==> src/rtl/ins_decode_pkg.sv <==
// Shared types for the decode stage: opcode constants, instruction formats,
// instruction field layout, the decoded bundle and the decode FSM states.
package ins_decode_pkg;

  localparam logic [5:0] OP_NOP  = 6'b000000;
  localparam logic [5:0] OP_HALT = 6'b111111;

  typedef enum logic [1:0] {
    FMT_R = 2'b00,
    FMT_I = 2'b01,
    FMT_B = 2'b10,
    FMT_J = 2'b11
  } fmt_e;

  typedef struct packed {
    logic [5:0] opcode;
    fmt_e       fmt;
    logic [4:0] rd;
    logic [4:0] rs1;
    logic [4:0] rs2;
    logic [8:0] tail;
  } ins_fields_t;

  typedef struct packed {
    logic [5:0]  opcode;
    fmt_e        fmt;
    logic [4:0]  rd_addr;
    logic [31:0] rs1_data;
    logic [31:0] rs2_data;
    logic [31:0] imm;
    logic [31:0] npc;
  } bundle_t;

  typedef enum logic [1:0] {IDLE, DECODE, STALL, HALTED} state_e;

  function automatic logic uses_rs1(fmt_e fmt);
    return fmt != FMT_J;
  endfunction

  function automatic logic uses_rs2(fmt_e fmt);
    return (fmt == FMT_R) || (fmt == FMT_B);
  endfunction

  function automatic logic writes_rd(fmt_e fmt, logic [4:0] rd, logic [5:0] opcode);
    return ((fmt == FMT_R) || (fmt == FMT_I)) && (rd != 5'd0) && (opcode != OP_NOP);
  endfunction

  // Takes ins[25:0]: format bits plus everything an immediate can span.
  function automatic logic [31:0] ext_imm(logic [25:0] low);
    case (fmt_e'(low[25:24]))
      FMT_I, FMT_B: return {{18{low[13]}}, low[13:0]};
      FMT_J:        return {{8{low[23]}}, low[23:0]};
      default:      return 32'd0;
    endcase
  endfunction

endpackage

==> src/rtl/ins_decode_unit_reg_file.sv <==
// 32x32 register file: two combinational read ports, one synchronous write
// port, r0 hardwired to zero.
module reg_file_32x32 #(
  parameter int DATA_W  = 32,
  parameter int REG_CNT = 32,
  parameter int AW      = $clog2(REG_CNT)
) (
  input  logic              clock,
  input  logic              reset,
  input  logic              we,
  input  logic [AW-1:0]     waddr,
  input  logic [DATA_W-1:0] wdata,
  input  logic [AW-1:0]     raddr1,
  input  logic [AW-1:0]     raddr2,
  output logic [DATA_W-1:0] rdata1,
  output logic [DATA_W-1:0] rdata2
);

  logic [DATA_W-1:0] mem [REG_CNT];

  // NOTE: the array is reset explicitly because reset must clear every
  // register; this forces flops rather than a RAM macro, which is fine at 32x32.
  always_ff @(posedge clock) begin
    if (reset) begin
      for (int i = 0; i < REG_CNT; i++) mem[i] <= '0;
    end else if (we && (waddr != '0)) begin
      mem[waddr] <= wdata;
    end
  end

  assign rdata1 = (raddr1 == '0) ? '0 : mem[raddr1];
  assign rdata2 = (raddr2 == '0) ? '0 : mem[raddr2];

endmodule

==> src/rtl/ins_decode_unit.sv <==
// Decode stage: field split, operand read, scoreboard RAW stall, registered
// bundle to execute. Define WB_BYPASS_EN to forward same-cycle write-back data.
module ins_decode_unit
  import ins_decode_pkg::*;
#(
  parameter int DATA_W  = 32,
  parameter int REG_CNT = 32
) (
  input  logic              clock,
  input  logic              reset,
  input  logic [DATA_W-1:0] ins_in,
  input  logic [DATA_W-1:0] npc_in,
  input  logic              valid_in,
  input  logic              freeze,
  input  logic              flush_in,
  input  logic              wb_enable_in,
  input  logic [4:0]        wb_addr_in,
  input  logic [DATA_W-1:0] wb_data_in,
  output logic              valid_out,
  output logic [5:0]        opcode_out,
  output logic [1:0]        format_out,
  output logic [4:0]        rd_addr_out,
  output logic [DATA_W-1:0] rs1_data_out,
  output logic [DATA_W-1:0] rs2_data_out,
  output logic [DATA_W-1:0] imm_out,
  output logic [DATA_W-1:0] npc_out,
  output logic              stall_out,
  output logic              halt_out
);

  state_e             state_q, state_d;
  logic [DATA_W-1:0]  hold_ins_q, hold_npc_q;
  logic [REG_CNT-1:0] sb_q, pend_q, busy_vec, wb_clr, sb_set;
  bundle_t            bundle_q, bundle_d;
  logic               valid_q, halt_q;

  logic [DATA_W-1:0]  cur_ins, cur_npc, rf_rd1, rf_rd2, op1, op2;
  ins_fields_t        f;
  logic               cur_vld, flush_act, byp1, byp2, hazard;
  logic               emit, to_stall, is_halt, wr_rd;

  // While stalled the held instruction is re-evaluated; fetch is ignored.
  assign cur_ins   = (state_q == STALL) ? hold_ins_q : ins_in;
  assign cur_npc   = (state_q == STALL) ? hold_npc_q : npc_in;
  assign cur_vld   = (state_q == STALL) || (((state_q == IDLE) || (state_q == DECODE)) && valid_in);
  assign f         = ins_fields_t'(cur_ins);
  assign is_halt   = (f.opcode == OP_HALT);
  assign wr_rd     = writes_rd(f.fmt, f.rd, f.opcode);
  // HALTED is only left through reset, so a redirect cannot wake it.
  assign flush_act = flush_in && (state_q != HALTED);

  reg_file_32x32 #(.DATA_W(DATA_W), .REG_CNT(REG_CNT)) u_rf (
    .clock (clock),
    .reset (reset),
    .we    (wb_enable_in),
    .waddr (wb_addr_in),
    .wdata (wb_data_in),
    .raddr1(f.rs1),
    .raddr2(f.rs2),
    .rdata1(rf_rd1),
    .rdata2(rf_rd2)
  );

`ifdef WB_BYPASS_EN
  assign byp1 = wb_enable_in && (wb_addr_in != 5'd0) && (wb_addr_in == f.rs1);
  assign byp2 = wb_enable_in && (wb_addr_in != 5'd0) && (wb_addr_in == f.rs2);
`else
  assign byp1 = 1'b0;
  assign byp2 = 1'b0;
`endif

  assign op1 = byp1 ? wb_data_in : rf_rd1;
  assign op2 = byp2 ? wb_data_in : rf_rd2;

  // Clears queued during freeze already have their data in the register file.
  assign busy_vec = sb_q & ~pend_q;
  assign hazard   = (uses_rs1(f.fmt) && busy_vec[f.rs1] && !byp1) ||
                    (uses_rs2(f.fmt) && busy_vec[f.rs2] && !byp2);

  assign wb_clr = wb_enable_in ? (REG_CNT'(1) << wb_addr_in) : '0;
  assign sb_set = (emit && wr_rd) ? (REG_CNT'(1) << f.rd) : '0;

  always_ff @(posedge clock) begin
    if (reset) state_q <= IDLE;
    else       state_q <= state_d;
  end

  always_comb begin
    state_d = state_q;
    if (flush_act) begin
      state_d = IDLE;
    end else if (!freeze) begin
      unique case (state_q)
        IDLE, DECODE, STALL: begin
          if (emit)          state_d = is_halt ? HALTED : DECODE;
          else if (to_stall) state_d = STALL;
          else               state_d = IDLE;
        end
        default: state_d = state_q;
      endcase
    end
  end

  // NOTE: every comb output gets a default first so no path infers a latch.
  always_comb begin
    emit     = 1'b0;
    to_stall = 1'b0;
    if (cur_vld && !flush_act && !freeze) begin
      emit     = !hazard;
      to_stall = hazard;
    end
  end

  always_comb begin
    bundle_d          = '0;
    bundle_d.opcode   = f.opcode;
    bundle_d.fmt      = f.fmt;
    bundle_d.rd_addr  = wr_rd ? f.rd : 5'd0;
    bundle_d.rs1_data = uses_rs1(f.fmt) ? op1 : '0;
    bundle_d.rs2_data = uses_rs2(f.fmt) ? op2 : '0;
    bundle_d.imm      = ext_imm(f[25:0]);
    bundle_d.npc      = cur_npc;
  end

  // NOTE: sequential state uses non-blocking assignments so every register
  // samples pre-edge values regardless of statement order.
  always_ff @(posedge clock) begin
    if (reset) begin
      valid_q    <= 1'b0;
      halt_q     <= 1'b0;
      bundle_q   <= '0;
      hold_ins_q <= '0;
      hold_npc_q <= '0;
      sb_q       <= '0;
      pend_q     <= '0;
    end else begin
      if (!freeze || flush_act) valid_q <= emit;
      if (emit) begin
        bundle_q <= bundle_d;
        if (is_halt) halt_q <= 1'b1;
      end
      if (to_stall) begin
        hold_ins_q <= cur_ins;
        hold_npc_q <= cur_npc;
      end
      // Set wins over a same-cycle clear: the new issue is the younger writer.
      if (freeze) begin
        pend_q <= pend_q | wb_clr;
      end else begin
        sb_q   <= (sb_q & ~(pend_q | wb_clr)) | sb_set;
        pend_q <= '0;
      end
    end
  end

  assign valid_out    = valid_q;
  assign opcode_out   = bundle_q.opcode;
  assign format_out   = bundle_q.fmt;
  assign rd_addr_out  = bundle_q.rd_addr;
  assign rs1_data_out = bundle_q.rs1_data;
  assign rs2_data_out = bundle_q.rs2_data;
  assign imm_out      = bundle_q.imm;
  assign npc_out      = bundle_q.npc;
  assign stall_out    = (state_q == STALL) || (state_q == HALTED);
  assign halt_out     = halt_q;

endmodule

==> config.mk <==
export PLATFORM = sky130hd
export DESIGN_NAME = ins_decode_unit
export DESIGN_NICKNAME = d
export VERILOG_FILES = /design/src/rtl/ins_decode_pkg.sv /design/src/rtl/ins_decode_unit_reg_file.sv /design/src/rtl/ins_decode_unit.sv
export SDC_FILE = /design/constraint.sdc
export NUM_CORES = 2
export LEC_CHECK = 0
export CORE_ASPECT_RATIO = 1.5
export CORE_MARGIN = 5
export CORE_UTILIZATION = 62
export CTS_CLUSTER_SIZE = 12
export DETAILED_ROUTE_END_ITERATION = 8
export PLACE_DENSITY = 0.81
export SLEW_MARGIN = 10
export SYNTH_ARGS = -nofsm -noshare
export SYNTH_HDL_FRONTEND = slang
export SYNTH_HIERARCHICAL = 1
export SYNTH_SLANG_ARGS = --single-unit
==> constraint.sdc <==
create_clock -name clock -period 4.4 [get_ports clock]
set_clock_uncertainty 0.15 [all_clocks]
set_input_delay 0.88 -clock clock [delete_from_list [all_inputs] [get_ports clock]]
set_output_delay 0.88 -clock clock [all_outputs]
set_load 0.03 [all_outputs]
-- Yosys cells after proc, flatten, opt, wreduce, memory -nomap -nowiden
Memories as Yosys holds them, arrays and structs flattened.
Index checks and enable logic that the tools add are counted.
- flip-flop bits (word level): 273
- bits in latches: 0
- bits in writable memories: 1024
- memory bits (read-only): 0
- output and inout bits: 144
- logic and storage cells: 96
- memories kept: 1
- memories (memory ; depth ; width ; read ports ; clocked after Yosys merged registers in ; write ports ; RTL line ; text):
    u_rf.mem ; 32 ; 32 ; 2 ; 0 ; 32 ; ins_decode_unit_reg_file.sv:19 ; logic [DATA_W-1:0] mem [REG_CNT];
- add/sub/neg operators: 0
- multiply operators: 0
- divide/modulo/power cells: 0
- $lt $le $gt $ge: 2
- eq/ne operators: 9
- shift-type cells: 2
- muxes and demuxes: 27
- bitwise gates (word level): 7
- reductions and logical operators: 34
- operators by type and width (cell ; number):
    2-to-1 mux 32 bit ; 9
    bitwise AND 32 bit ; 2
    NOT 32 bit ; 2
    OR 32 bit ; 2
    one-hot mux 32 bit (2 select lines) ; 1
    << shifter 1 x 5 -> 32 bit (first input constant) ; 2
    OR reduction 32 bit ; 1
    < comparator 5 x 6 -> 1 bit (second input constant) ; 2
    binary-select mux 1 bit (select 5 bit) ; 2
    logical AND 1 bit ; 10
    zero test 5 bit ; 2
    2-to-1 mux 1 bit ; 10
    2-to-1 mux 5 bit ; 2
    nonzero test 5 bit ; 2
    equality test 2 bit (second input constant) ; 4
    logical OR 1 bit ; 7
    equality test 6 bit (second input constant) ; 1
    2-to-1 mux 2 bit ; 3
    nonzero test 6 bit ; 1
    OR reduction 2 bit ; 3
    equality test 2 x 1 -> 1 bit (second input constant) ; 2
    zero test 2 bit ; 2
    != test 2 bit (second input constant) ; 2
    AND reduction 2 bit ; 2
    other kinds (3) ; 5

-- Logic depth before layout (Yosys ltp)
- word-level depth: 11
- depth in mapped cells: 17

-- By module
Netlist, hierarchy kept.
- modules (own cells, without submodules) (module ; times used ; cells an instance ; area each (um^2)):
    reg_file_32x32 ; 1 ; 3502 ; 54253.3
    ins_decode_unit ; 1 ; 1398 ; 11868.9

-- Worst setup path before layout
Ideal clock, no wire load.
- path type: register to register
- start: register state_q[0]
- end: register bundle_q (netlist bit rs2_data_out[23])
- library setup time: 0.132 ns
- arrival time: 3.087 ns
- slack: 1.031 ns
- cell stages (with the launch flop): 17
- clock period less this slack: 3.369 ns
- cells stage by stage: dfxtp_1 nand2b_1 buf_2 buf_6 buf_2 buf_2 mux2i_1 inv_1 buf_2 buf_2 buf_1 mux4_2 a22o_1 a2111oi_1 nor3_1 nand3_1 a21oi_1
- RTL lines (element ; RTL line ; text):
    start: declaration ; ins_decode_unit.sv:31 ; state_e state_q, state_d;
    start signal: assignment ; ins_decode_unit.sv:85 ; else state_q <= state_d;
    equality test 2 bit * ; ins_decode_unit.sv:43 ; assign cur_ins = (state_q == STALL) ? hold_ins_q : ins_in;
    2-to-1 mux 32 bit * ; ins_decode_unit.sv:43 ;
    via cur_ins[11] ; ins_decode_unit.sv:37 ; logic [DATA_W-1:0] cur_ins, cur_npc, rf_rd1, rf_rd2, op1, op2;
    memory (32 x 32 bit) or zero test 5 bit (tied branches) ; - ;
    2-to-1 mux 32 bit * ; ins_decode_unit_reg_file.sv:32 ; assign rdata2 = (raddr2 == '0) ? '0 : mem[raddr2];
    via op2[23] ; ins_decode_unit.sv:37 ;
    2-to-1 mux 32 bit * ; ins_decode_unit.sv:120 ; bundle_d.rs2_data = uses_rs2(f.fmt) ? op2 : '0;
    end signal: assignment ; ins_decode_unit.sv:139 ; bundle_q <= bundle_d;
    end: declaration ; ins_decode_unit.sv:34 ; bundle_t bundle_q, bundle_d;
The timed path passes the listed nets; every way through them passes the cells marked *. The select of a mux whose other input is x is not followed.
A chain may end at the register's enable or synchronous reset.

-- Final worst setup path
- start: register state_q[0]
- end: register bundle_q (netlist bit rs2_data_out[6])
Same word-level chain as after synthesis.

==> metrics.cfg <==
[sta]
hold_viol_final = 0
worstMarginPinSlew_ns = 1.29
final_max_slew_viol_count = 0
fin_setup_tns_ns = 0
timing.final.crit_share_pct = 94.6
rsz0062_at_grt = no
min_period_ns = 4.16
fmax_ghz = 0.240
setup_viol = 0
relSlewSlack_pct = 13.2

[detailed_routing]
first_pass_iters = 8
viasPerCell = 7.09
ant_nets = 0
post-route-drc-count = 0
drtIter0Drc = 6262
wirelength_mm = 216
wire_per_inst_um = 32.6
vias = 46831

[global_route]
overflow = 0
top_usage_layer = met2
gr-usage-met3_pct = 9.04
grt.total_usage_pct = 37.5
grt_first_pass_wirelength_mm = 314
use_met2_pct = 62.0
grt_max_degree = 169
gr-usage-met1_pct = 42.0
grt_pass1_vias = 48080
antenna_found_initial = 14

[die]
initial_core_util_pct = 62.5
rows = 146
ios = 251
die_area_um2 = 113000
die_w_um = 277
die_y_um = 410
core_um2 = 106000

[cts]
cts_sinks = 1289
clockBufferDepth = 3
postCtsSetupBuffers = 0
cts_tree = yes
cts_max_level = 4
holdBufCountCts = 0
cts_made_buffers = 130
clock-root-buffer = clkbuf_16
clkTransAtPathRegs_ns = 0.06
ctsResizeCount = 0
worst_skew_pair.late_latency_ns = 0.76

[run]
drv_cap = 0

[worst_setup_path]
startpoint_type = flop
crit_slowest_cell = nor2b_4
cp_max_fo = 58
rr_worst_depth = 14
regToRegStartpoint = state_q[0]$_SDFFE_PP0P_
slowest_delay_ns = 0.69
reg2reg_slack_ns = 0.24
crit_type = reg2reg
cp.buffers_inverters = 6
crit_top_cell = buf_12
worst-endpoint-required_ns = 4.94
path_cells = nand2b_4, buf_4, mux2i_1, buf_4, inv_6, buf_12, nor2b_4, buf_12, buf_12, a221o_1, a21oi_1, nor4_1, nand3_1, a21oi_1
r2r-end = rs2_data_out[6]$_SDFFE_PP0P_
critical_path.endpoint_type = flop
critPathTopFamily = simple AND/OR/NAND/NOR gates
arrival_ns = 4.70

[yosys]
synthXorXnorAreaFrac_pct = 0
synthArstFlopShare_pct = 0
ys.flop_type = edfxtp_1
ys_seq_area_share_pct = 54.5
syn_inst = 4900
synth_top_family_by_area = multiplexers
synth_compound_area_share_pct = 6.08
synth_simple_gate_area_share_pct = 15.2
yosys.area_share.adder_pct = 0.0378
avgSynthCellArea_um2 = 13.5
yosys_register_bits = 1289
yosysUniqueCellTypes = 80
synth_warnings = 6
syn-cell-area_um2 = 66100
synth-edff-count = 1024
muxShareOfSynthArea_pct = 20.2

[placed_design]
dp_hpwl_mm = 140
placed_cell_area_um2 = 71400
port_buffers = 250
gp_congestion = 0.988

[worst_hold_path]
hold_start = pend_q[17]$_SDFF_PP0_
hold_end = pend_q[17]$_SDFF_PP0_
hold_depth = 2
hold_class = reg2reg

[pwr]
leakage_nw = 26.6
p_per_area_nw_per_um2 = 377
ir_drop_mv = 0.386

[outcome]
outcome = completed

[final_layout]
area_growth_pct = 13.9
design_area_um2 = 75300
nNetsFinal = 5229
fillers = 6622
drive_gt1_share_pct = 20.9

-- kinds of logic after synthesis --
logic type | Yosys count
flip-flops | 1289
multiplexers | 741
AO/OA/AOI/OAI | 557
AND/OR/NAND/NOR | 1771
adder cells (fa/ha/maj) | 2
buffers and inverters | 539
other | 1
-- power by group --
group | switching [mW] | internal (mW) | total, mW | leakage, nW
clock network | 4.56 | 5.94 | 10.5 | 1.88
registers | 0.345 | 13.7 | 14.1 | 11.9
logic | 2.13 | 1.64 | 3.78 | 12.8
total | 7.04 | 21.3 | 28.4 | 26.6
-- tightest hold or removal path, stage by stage, from the launching register on --
cell     delay (ns)
dfxtp_1        0.32
a21oi_1        0.04
nor2_1         0.07
-- cells in the mapped netlist (all sizes together) (3+ instances only) --
cell type	count	area, µm²
a2111oi	61	586
a211oi	20	163
a21oi	150	762
a221oi	19	166
a22o	51	447
a22oi	16	120
a311oi	40	350
a31o	3	26.3
a31oi	5	31.3
a32o	18	180
a41oi	4	35.0
and2	999	6250
and3	4	25.0
buf	169	1170
clkbuf	337	1260
dfxtp	265	5310
edfxtp	1024	30700
inv	33	124
mux2	36	409
mux2i	232	2320
mux4	473	10700
nand2	173	652
nand2b	95	594
nand3	48	240
nand3b	38	285
nand4	13	81.3
nor2	226	851
nor2b	36	225
nor3	66	330
nor3b	4	46.3
nor4	11	68.8
nor4b	3	32.5
o211ai	5	42.5
o21ai	22	110
o22ai	104	651
o2bb2ai	10	87.6
o31ai	4	30.0
o41ai	4	35.0
or2	35	219
or3	3	18.8
or3b	4	35.0
-- sequential cells by signal, indices dropped and copies added, names as in the netlist --
| register | count |
|---|---|
| u_rf/mem | 1024 |
| hold_ins_q | 32 |
| hold_npc_q | 32 |
| npc_out | 32 |
| pend_q | 32 |
| rs1_data_out | 32 |
| rs2_data_out | 32 |
| sb_q | 32 |
| imm_out | 24 |
| opcode_out | 6 |
| rd_addr_out | 5 |
| format_out | 2 |
| state_q | 2 |
| halt_out | 1 |
| valid_out | 1 |
-- worst max path at each step --
stage	cells past startpoint	start	slack (ns)	end
6_report	14	state_q[0]$_SDFFE_PP0P_	0.24	rs2_data_out[6]$_SDFFE_PP0P_
5_1_grt	11	state_q[0]$_SDFFE_PP0P_	0.07	imm_out[4]$_SDFFE_PP0P_
4_1_cts	11	state_q[0]$_SDFFE_PP0P_	0.37	imm_out[21]$_SDFFE_PP0P_
3_5_place_dp	13	ins_in[9]	0.01	rs2_data_out[8]$_SDFFE_PP0P_
3_3_place_gp	11	ins_in[14]	0.06	rs1_data_out[0]$_SDFFE_PP0P_
2_1_floorplan	16	state_q[0]$_SDFFE_PP0P_	1.03	rs2_data_out[23]$_SDFFE_PP0P_
-- cells in the final DEF (no fill, tap or decap), drive strengths merged, types with 22 or more instances in the layout --
cell	instances
clkbuf	188
nor3	66
a311oi	40
nand2	173
edfxtp	1024
dfxtp	265
and2	999
mux4	473
o21ai	22
a22o	51
nand3	48
o22ai	104
nor2b	36
inv	34
buf	315
clkdlybuf4s50	248
or2	35
mux2i	232
nand3b	38
a21oi	150
conb	32
nor2	226
nand2b	95
a2111oi	61
mux2	36
-- metal layers --
layer  share of wire [%]  up-vias  routed length (µm)
met3                  12     1284               25500
met4                  10        8               21700
met2                  48     3914              103000
met5               0.023        -                  49
li1                    -    18849                   -
met1                  30    22776               65100
-- cell type report --
class	count	area [µm²]	share of cell area, %
clock inverter	13	134	0.178
clock buffer	188	3730	4.95
sequential	1289	36100	47.9
antenna	13	32.5	0.0432
tap	1406	1760	2.34
multi-input combinational	3103	27800	36.9
inverter	33	146	0.194
timing repair buffer	563	5640	7.49
-- stage by stage --
step	instances	setup WS (ns)	power (mW)	hold slack [ns]	util, %
after floorplan	4931	1.03	16.5	0.278	-
after global placement	6394	0.0565	17.8	0.295	67.5
after detailed placement	6394	0.0113	18.0	0.301	67.5
after CTS	6595	0.365	28.3	0.316	71.2
after global routing	6598	0.0727	29.1	0.335	71.2
final	6608	0.236	28.4	0.309	71.2
Power figures use the tool's default switching activity.
